`config.mk`:
```
export PLATFORM = sky130hd
export DESIGN_NAME = code_sequencer
export DESIGN_NICKNAME = d
export VERILOG_FILES = /design/src/rtl/code_seq_pkg.sv /design/src/rtl/code_step_counter.sv /design/src/rtl/code_sequencer.sv
export SDC_FILE = /design/constraint.sdc
export NUM_CORES = 1
export LEC_CHECK = 0
export BUFFER_PORTS_ARGS = -buffer_cell sky130_fd_sc_hd__buf_4
export CAP_MARGIN = 10
export CELL_PAD_IN_SITES_DETAIL_PLACEMENT = 0
export CELL_PAD_IN_SITES_GLOBAL_PLACEMENT = 1
export CORE_ASPECT_RATIO = 1.2
export CORE_MARGIN = 5
export CORE_UTILIZATION = 37
export DETAILED_ROUTE_END_ITERATION = 16
export GPL_ROUTABILITY_DRIVEN = 0
export GPL_TIMING_DRIVEN = 0
export PLACE_DENSITY = 0.86
export SLEW_MARGIN = 20
export SYNTH_ARGS = -nofsm -noshare
export SYNTH_HDL_FRONTEND = slang
export SYNTH_HIERARCHICAL = 1
export SYNTH_SLANG_ARGS = --single-unit
```
`constraint.sdc`:
```
create_clock -name clk -period 2.6 [get_ports clk]
set_clock_uncertainty 0.05 [all_clocks]
set_input_delay 0.52 -clock clk [delete_from_list [all_inputs] [get_ports clk]]
set_output_delay 0.52 -clock clk [all_outputs]
set_load 0.02 [all_outputs]
```
`src/rtl/code_seq_pkg.sv`:
```
// Shared types and constants for the code sequencer slice.
// Provides the sequencer state encoding and the default code range
// (5..13, 4 bits) used to drive the 4-bit code converter.
package code_seq_pkg;

    localparam int              CODE_W     = 4;
    localparam logic [CODE_W-1:0] CODE_START = 4'd5;
    localparam logic [CODE_W-1:0] CODE_LAST  = 4'd13;

    typedef enum logic [1:0] {
        ST_IDLE  = 2'd0,
        ST_RUN   = 2'd1,
        ST_PAUSE = 2'd2,
        ST_DONE  = 2'd3
    } seq_state_t;

endpackage

```
`src/rtl/code_step_counter.sv`:
```
// Code word register with preset, increment-with-clamp and restart.
// Ports:
//   clk, rst_n  - clock, asynchronous active-low reset (code -> START)
//   load        - take load_val (range already checked by the caller)
//   load_val    - preset word
//   inc         - advance by STEP, clamped to LAST
//   restart     - return to START
//   code        - current word (registered)
//   at_last     - code equals LAST
module code_step_counter
    import code_seq_pkg::*;
#(
    parameter int               WIDTH = CODE_W,
    parameter logic [WIDTH-1:0] START = CODE_START,
    parameter logic [WIDTH-1:0] LAST  = CODE_LAST,
    parameter logic [WIDTH-1:0] STEP  = 4'd1
) (
    input  logic             clk,
    input  logic             rst_n,
    input  logic             load,
    input  logic [WIDTH-1:0] load_val,
    input  logic             inc,
    input  logic             restart,
    output logic [WIDTH-1:0] code,
    output logic             at_last
);

    logic [WIDTH-1:0] code_r;
    logic [WIDTH-1:0] code_nxt_s;
    logic [WIDTH:0]   sum_s;

    // Next code word: preset beats restart beats increment.
    always_comb begin
        // One extra bit so a step past the top of the word range is seen, not wrapped.
        sum_s      = {1'b0, code_r} + {1'b0, STEP};
        code_nxt_s = code_r;
        if (load) begin
            code_nxt_s = load_val;
        end else if (restart) begin
            code_nxt_s = START;
        end else if (inc) begin
            if (sum_s > {1'b0, LAST}) begin
                code_nxt_s = LAST;
            end else begin
                code_nxt_s = sum_s[WIDTH-1:0];
            end
        end else begin
            code_nxt_s = code_r;
        end
    end

    // Code word register.
    always_ff @(posedge clk or negedge rst_n) begin
        if (!rst_n) begin
            code_r <= START;
        end else begin
            code_r <= code_nxt_s;
        end
    end

    assign code    = code_r;
    assign at_last = (code_r == LAST);

endmodule

```
`src/rtl/code_sequencer.sv`:
```
// Registered upstream stage for the 4-bit code converter. Steps a code
// word from START to LAST, one word per accepted valid/ready transfer,
// with one-shot / wrap modes, pause/resume and preset load.
// Ports:
//   clk, rst_n      - clock, asynchronous active-low reset
//   start           - begin / resume sequencing (level)
//   stop            - pause sequencing (highest priority)
//   mode            - 0 one-shot, 1 wrap (sampled at the LAST transfer)
//   load, load_val  - preset request and word (IDLE/PAUSE only, in range)
//   ready           - downstream accepts the presented word
//   a, b, c, d      - code[3..0] to the converter
//   valid           - a..d carry a word for transfer
//   busy            - in RUN or PAUSE
//   done            - one-shot sequence finished
//   load_err        - one-cycle pulse for a rejected load
module code_sequencer
    import code_seq_pkg::*;
#(
    parameter int               WIDTH = CODE_W,
    parameter logic [WIDTH-1:0] START = CODE_START,
    parameter logic [WIDTH-1:0] LAST  = CODE_LAST,
    parameter logic [WIDTH-1:0] STEP  = 4'd1
) (
    input  logic             clk,
    input  logic             rst_n,
    input  logic             start,
    input  logic             stop,
    input  logic             mode,
    input  logic             load,
    input  logic [WIDTH-1:0] load_val,
    input  logic             ready,
    output logic             a,
    output logic             b,
    output logic             c,
    output logic             d,
    output logic             valid,
    output logic             busy,
    output logic             done,
    output logic             load_err
);

    seq_state_t       state_r;
    seq_state_t       state_nxt_s;
    logic             valid_r;
    logic             busy_r;
    logic             done_r;
    logic             load_err_r;
    logic             load_err_nxt_s;
    logic             cnt_load_s;
    logic             cnt_inc_s;
    logic             cnt_restart_s;
    logic             load_ok_s;
    logic             xfer_s;
    logic [WIDTH-1:0] code_s;
    logic             at_last_s;

    assign load_ok_s = (load_val >= START) && (load_val <= LAST);
    // stop wins over a same-cycle handshake: the word is not consumed.
    assign xfer_s    = (state_r == ST_RUN) && valid_r && ready && !stop;

    // State register.
    always_ff @(posedge clk or negedge rst_n) begin
        if (!rst_n) begin
            state_r <= ST_IDLE;
        end else begin
            state_r <= state_nxt_s;
        end
    end

    // Next-state decode with priority stop > load > start.
    always_comb begin
        state_nxt_s = state_r;
        case (state_r)
            ST_IDLE, ST_PAUSE: begin
                if (stop || load) begin
                    state_nxt_s = state_r;
                end else if (start) begin
                    state_nxt_s = ST_RUN;
                end else begin
                    state_nxt_s = state_r;
                end
            end
            ST_RUN: begin
                if (stop) begin
                    state_nxt_s = ST_PAUSE;
                end else if (xfer_s && at_last_s && !mode) begin
                    state_nxt_s = ST_DONE;
                end else begin
                    state_nxt_s = ST_RUN;
                end
            end
            ST_DONE: begin
                if (stop || load) begin
                    state_nxt_s = ST_DONE;
                end else if (start) begin
                    state_nxt_s = ST_RUN;
                end else begin
                    state_nxt_s = ST_DONE;
                end
            end
            default: begin
                state_nxt_s = ST_IDLE;
            end
        endcase
    end

    // Counter controls and load-error decode for this cycle.
    always_comb begin
        cnt_load_s     = 1'b0;
        cnt_inc_s      = 1'b0;
        cnt_restart_s  = 1'b0;
        load_err_nxt_s = 1'b0;
        case (state_r)
            ST_IDLE, ST_PAUSE: begin
                if (!stop && load) begin
                    cnt_load_s     = load_ok_s;
                    load_err_nxt_s = !load_ok_s;
                end else begin
                    cnt_load_s = 1'b0;
                end
            end
            ST_RUN: begin
                // A load in RUN is flagged but does not block the handshake,
                // so a word the downstream took is always followed by the next one.
                load_err_nxt_s = !stop && load;
                if (xfer_s) begin
                    if (at_last_s) begin
                        cnt_restart_s = mode;
                    end else begin
                        cnt_inc_s = 1'b1;
                    end
                end else begin
                    cnt_inc_s = 1'b0;
                end
            end
            ST_DONE: begin
                if (!stop && load) begin
                    load_err_nxt_s = 1'b1;
                end else if (!stop && start) begin
                    cnt_restart_s = 1'b1;
                end else begin
                    cnt_restart_s = 1'b0;
                end
            end
            default: begin
                cnt_load_s = 1'b0;
            end
        endcase
    end

    // Output flag registers, updated on the same edge as the state.
    always_ff @(posedge clk or negedge rst_n) begin
        if (!rst_n) begin
            valid_r    <= 1'b0;
            busy_r     <= 1'b0;
            done_r     <= 1'b0;
            load_err_r <= 1'b0;
        end else begin
            valid_r    <= (state_nxt_s == ST_RUN);
            busy_r     <= (state_nxt_s == ST_RUN) || (state_nxt_s == ST_PAUSE);
            done_r     <= (state_nxt_s == ST_DONE);
            load_err_r <= load_err_nxt_s;
        end
    end

    code_step_counter #(
        .WIDTH (WIDTH),
        .START (START),
        .LAST  (LAST),
        .STEP  (STEP)
    ) u_counter (
        .clk      (clk),
        .rst_n    (rst_n),
        .load     (cnt_load_s),
        .load_val (load_val),
        .inc      (cnt_inc_s),
        .restart  (cnt_restart_s),
        .code     (code_s),
        .at_last  (at_last_s)
    );

    assign a        = code_s[3];
    assign b        = code_s[2];
    assign c        = code_s[1];
    assign d        = code_s[0];
    assign valid    = valid_r;
    assign busy     = busy_r;
    assign done     = done_r;
    assign load_err = load_err_r;

endmodule

```
==> impl_results.md <==
* Syn. warnings at 6
* N_diodes at 0
* Clock latency on the worst-skew pair at roughly 0.26 ns
* Worst VDD drop at approximately 0.00055 V
* Via Count at ~600
* Wire length per cell at 13.05 um
* Die W at approximately 49 um
* Sw Share at between 30% and 40%
* Clock tree buffer depth at 2
* Tot Pwr at about 810 uW
* Flop and latch count out of synthesis at 10
* Antenna-violating nets left at 0
* CP endpoint kind: register
* # DRC at 0
* Register area share after synthesis at 37.48%
* Initial Util at about 38%
* P_sw at 323.9 uW
* Worst Path Class, Setup: reg -> reg
* Largest net degree at the start of global routing at 11
* Top cell type's share of synthesized area at ~30%
* Clock power frac at 16.4%
* Vias in the first global route at just over 600
* Post-layout min period at around 2.2 ns
* Slowest cell on the critical path: dfstp_2
* CP Launch Point: u_counter/code[0]$_DFFE_PN1P_
* Initial antenna violation count at 0
* Num CTS Buffers at 3
* Outcome: completed
* CTS hold repair buffers at 0
* Fmax at ~460 MHz
* Die Ht at 56.77 um
* Gr ovfl total at 0
* Drt pass-1 iters at 4
* CP cell instances: ha_1, and3_1, nand4_1, o21ai_0, nor2_1, nand3_1, a21oi_1, a211oi_2
* Top area cells in the synthesized netlist: dfrtp_1, ha_1, dfstp_2
* Crit path max fanout at 10
* Final core utilization at ~49%
* Final wirelength at 1.448 mm
* Row Count at 17
* Final Hold Fails at 0
* # Post-CTS Setup Buffers at 0
* # port buffers at 18
* Library cells used by synthesis at 35
* Max incr delay on CP at 0.62 ns
* Syn Area/Cell at roughly 9.6 um2
* Setup violations, final at 0
* TritonCTS Sinks at 10
* Root buffer selected by CTS: clkbuf_4
* CTS tree: yes
* R2R Path Start: u_counter/code[0]$_DFFE_PN1P_
* Tcrit/Tclk final at between 80% and 90%
* Internal power at 488.7 uW
* Core Area at approximately 1800 um2
* Share of cells above drive strength 1 at roughly 30%
* Combinational power share at a little under half
* Type of the worst min-delay path: in -> async
* Die area at approximately 2800 um2
* First-pass GRT wire length at 2.428 mm
* Worst slew pin tran at roughly 0.73 ns
* Vias per cell at between 5 and 6
* H-Tree Depth at 1
* Relative slew margins at 50.93%
* Area delta synth->final at 28.94%
* Initial drt markers at 6
* Arrival time worst endpoint at around 2.3 ns
* Max-cap violations at 0
* PwrDens at approximately 930 nW/um2
* Leakage at 0.0004274 uW
* Slew Limit Fails at 0
* # IOs at 19
* Critical Path RT at 2.73 ns
* Nets@finish at roughly 110
* Unrepaired setup endpoints after global routing: false
* Syn nets at 86
* Total GRT Usage at between 10% and 20%
* Leading area contributor after synthesis: dfrtp_1
* Synthesized area at just under 700 um2
* Synthesized instance count at 70
* Detailed placement HPWL at around 1.2 mm
* Critical path launch point type: register
* Reg power frac at a little over a third
* Clk slew on worst S/H paths at ~0.060 ns
* Setup TNS at 0 ns
* Gates resized, CTS repair at 0
cell families after synthesis:
| logic type | synth area share (%) |
|---|---|
| AND/OR/NAND/NOR | 25.42 |
| AO/OA/AOI/OAI | 21.34 |
| flip-flops | 37.48 |
| buffers and inverters | 3.339 |
| adder cells (fa/ha/maj) | 9.276 |
| multiplexers | 3.154 |
layout by cell type, fill, tap and decap left out, drive strengths merged:
cell type,count
o221ai,1
and3,1
o41ai,1
ha,5
o21bai,1
dfrtp,8
and4b,2
and2,1
nand2,4
o221a,1
o21ai,4
a211oi,1
nand4,2
a41o,1
o21a,1
nor2b,2
or2b,2
clkbuf,4
a21boi,1
buf,18
mux2i,1
o31ai,1
mux2,1
a31oi,1
o311ai,1
nor3b,2
o211ai,1
inv,6
nand3,5
nor2,4
and3b,1
dfstp,2
a21oi,4
nand2b,1
stage by stage:
stage	hold slack [ns]	cells	cell area, um2	setup WS [ns]
floorplan	0.1744	70	674.4	0.6485
global placement	0.3057	107	833.3	0.3636
detailed placement	0.3048	107	833.3	0.3083
CTS	0.01868	111	869.6	0.4284
global route	0.01904	111	869.6	0.2507
finish	0.02882	111	869.6	0.4357
power by group through the flow:
stage | logic (uW) | registers (uW) | clock network [uW]
global route | 423 | 310 | 145
floorplan | 214 | 331 | 0
detailed placement | 385 | 297 | 0
global placement | 378 | 295 | 0
finish | 386 | 294 | 133
CTS | 387 | 295 | 139
path summary, 6_finish.rpt:
kind | depth (start not counted) | slack [ns] | to
min | 1 | 0.03 | valid$_DFF_PN0_
min in group clk | 3 | 0.43 | u_counter/code[2]$_DFFE_PN1P_
min reg2reg | 2 | 0.61 | state_r[0]$_DFF_PN0_
max in group asynchronous | 1 | 2.25 | u_counter/code[2]$_DFFE_PN1P_
max reg2reg | 8 | 0.44 | u_counter/code[0]$_DFFE_PN1P_
max | 8 | 0.44 | u_counter/code[0]$_DFFE_PN1P_
cells in the mapped netlist, drive strengths merged:
cell	instances
o221a	1
and2	1
o21bai	1
a211oi	1
nand2	4
o21a	1
a21oi	4
and3	1
ha	5
mux2	1
o21ai	4
and4b	2
a41o	1
or2b	2
nor2b	2
o41ai	1
nand3	5
dfrtp	8
a21boi	1
o311ai	1
nand4	2
dfstp	2
inv	6
a31oi	1
nand2b	1
o31ai	1
nor3b	2
o221ai	1
o211ai	1
and3b	1
nor2	4
mux2i	1
cell type report:
| type | count | area (um2) |
|---|---|---|
| inverter | 6 | 22.52 |
| sequential | 10 | 252.7 |
| clock buffer | 4 | 36.28 |
| tap | 19 | 23.77 |
| multi-input combinational | 54 | 399.1 |
| timing repair buffer | 18 | 135.1 |
| fill | 180 | 917.1 |
state kept, by name (all words and copies together) (netlist names):
signal / flops
done: 1
load_err: 1
state_r: 2
busy: 1
valid: 1
u_counter/code: 4
routing by layer:
layer  track usage, %  up-vias  share of wire (%)
met4            5.000        0                  0
li1                 -      304                  -
met3            2.653        0                4.1
met1            11.40      292                 42
met2            19.59       14                 54
met5                0        -                  0
critical path, delay by kind of cell (launching register included):
family          cells  cell delay (ns)
fa+ha+maj           1             0.17
compound gates      3             0.62
simple gates        4             0.63
flops               1             0.62
(Power assumes the default switching activity.)
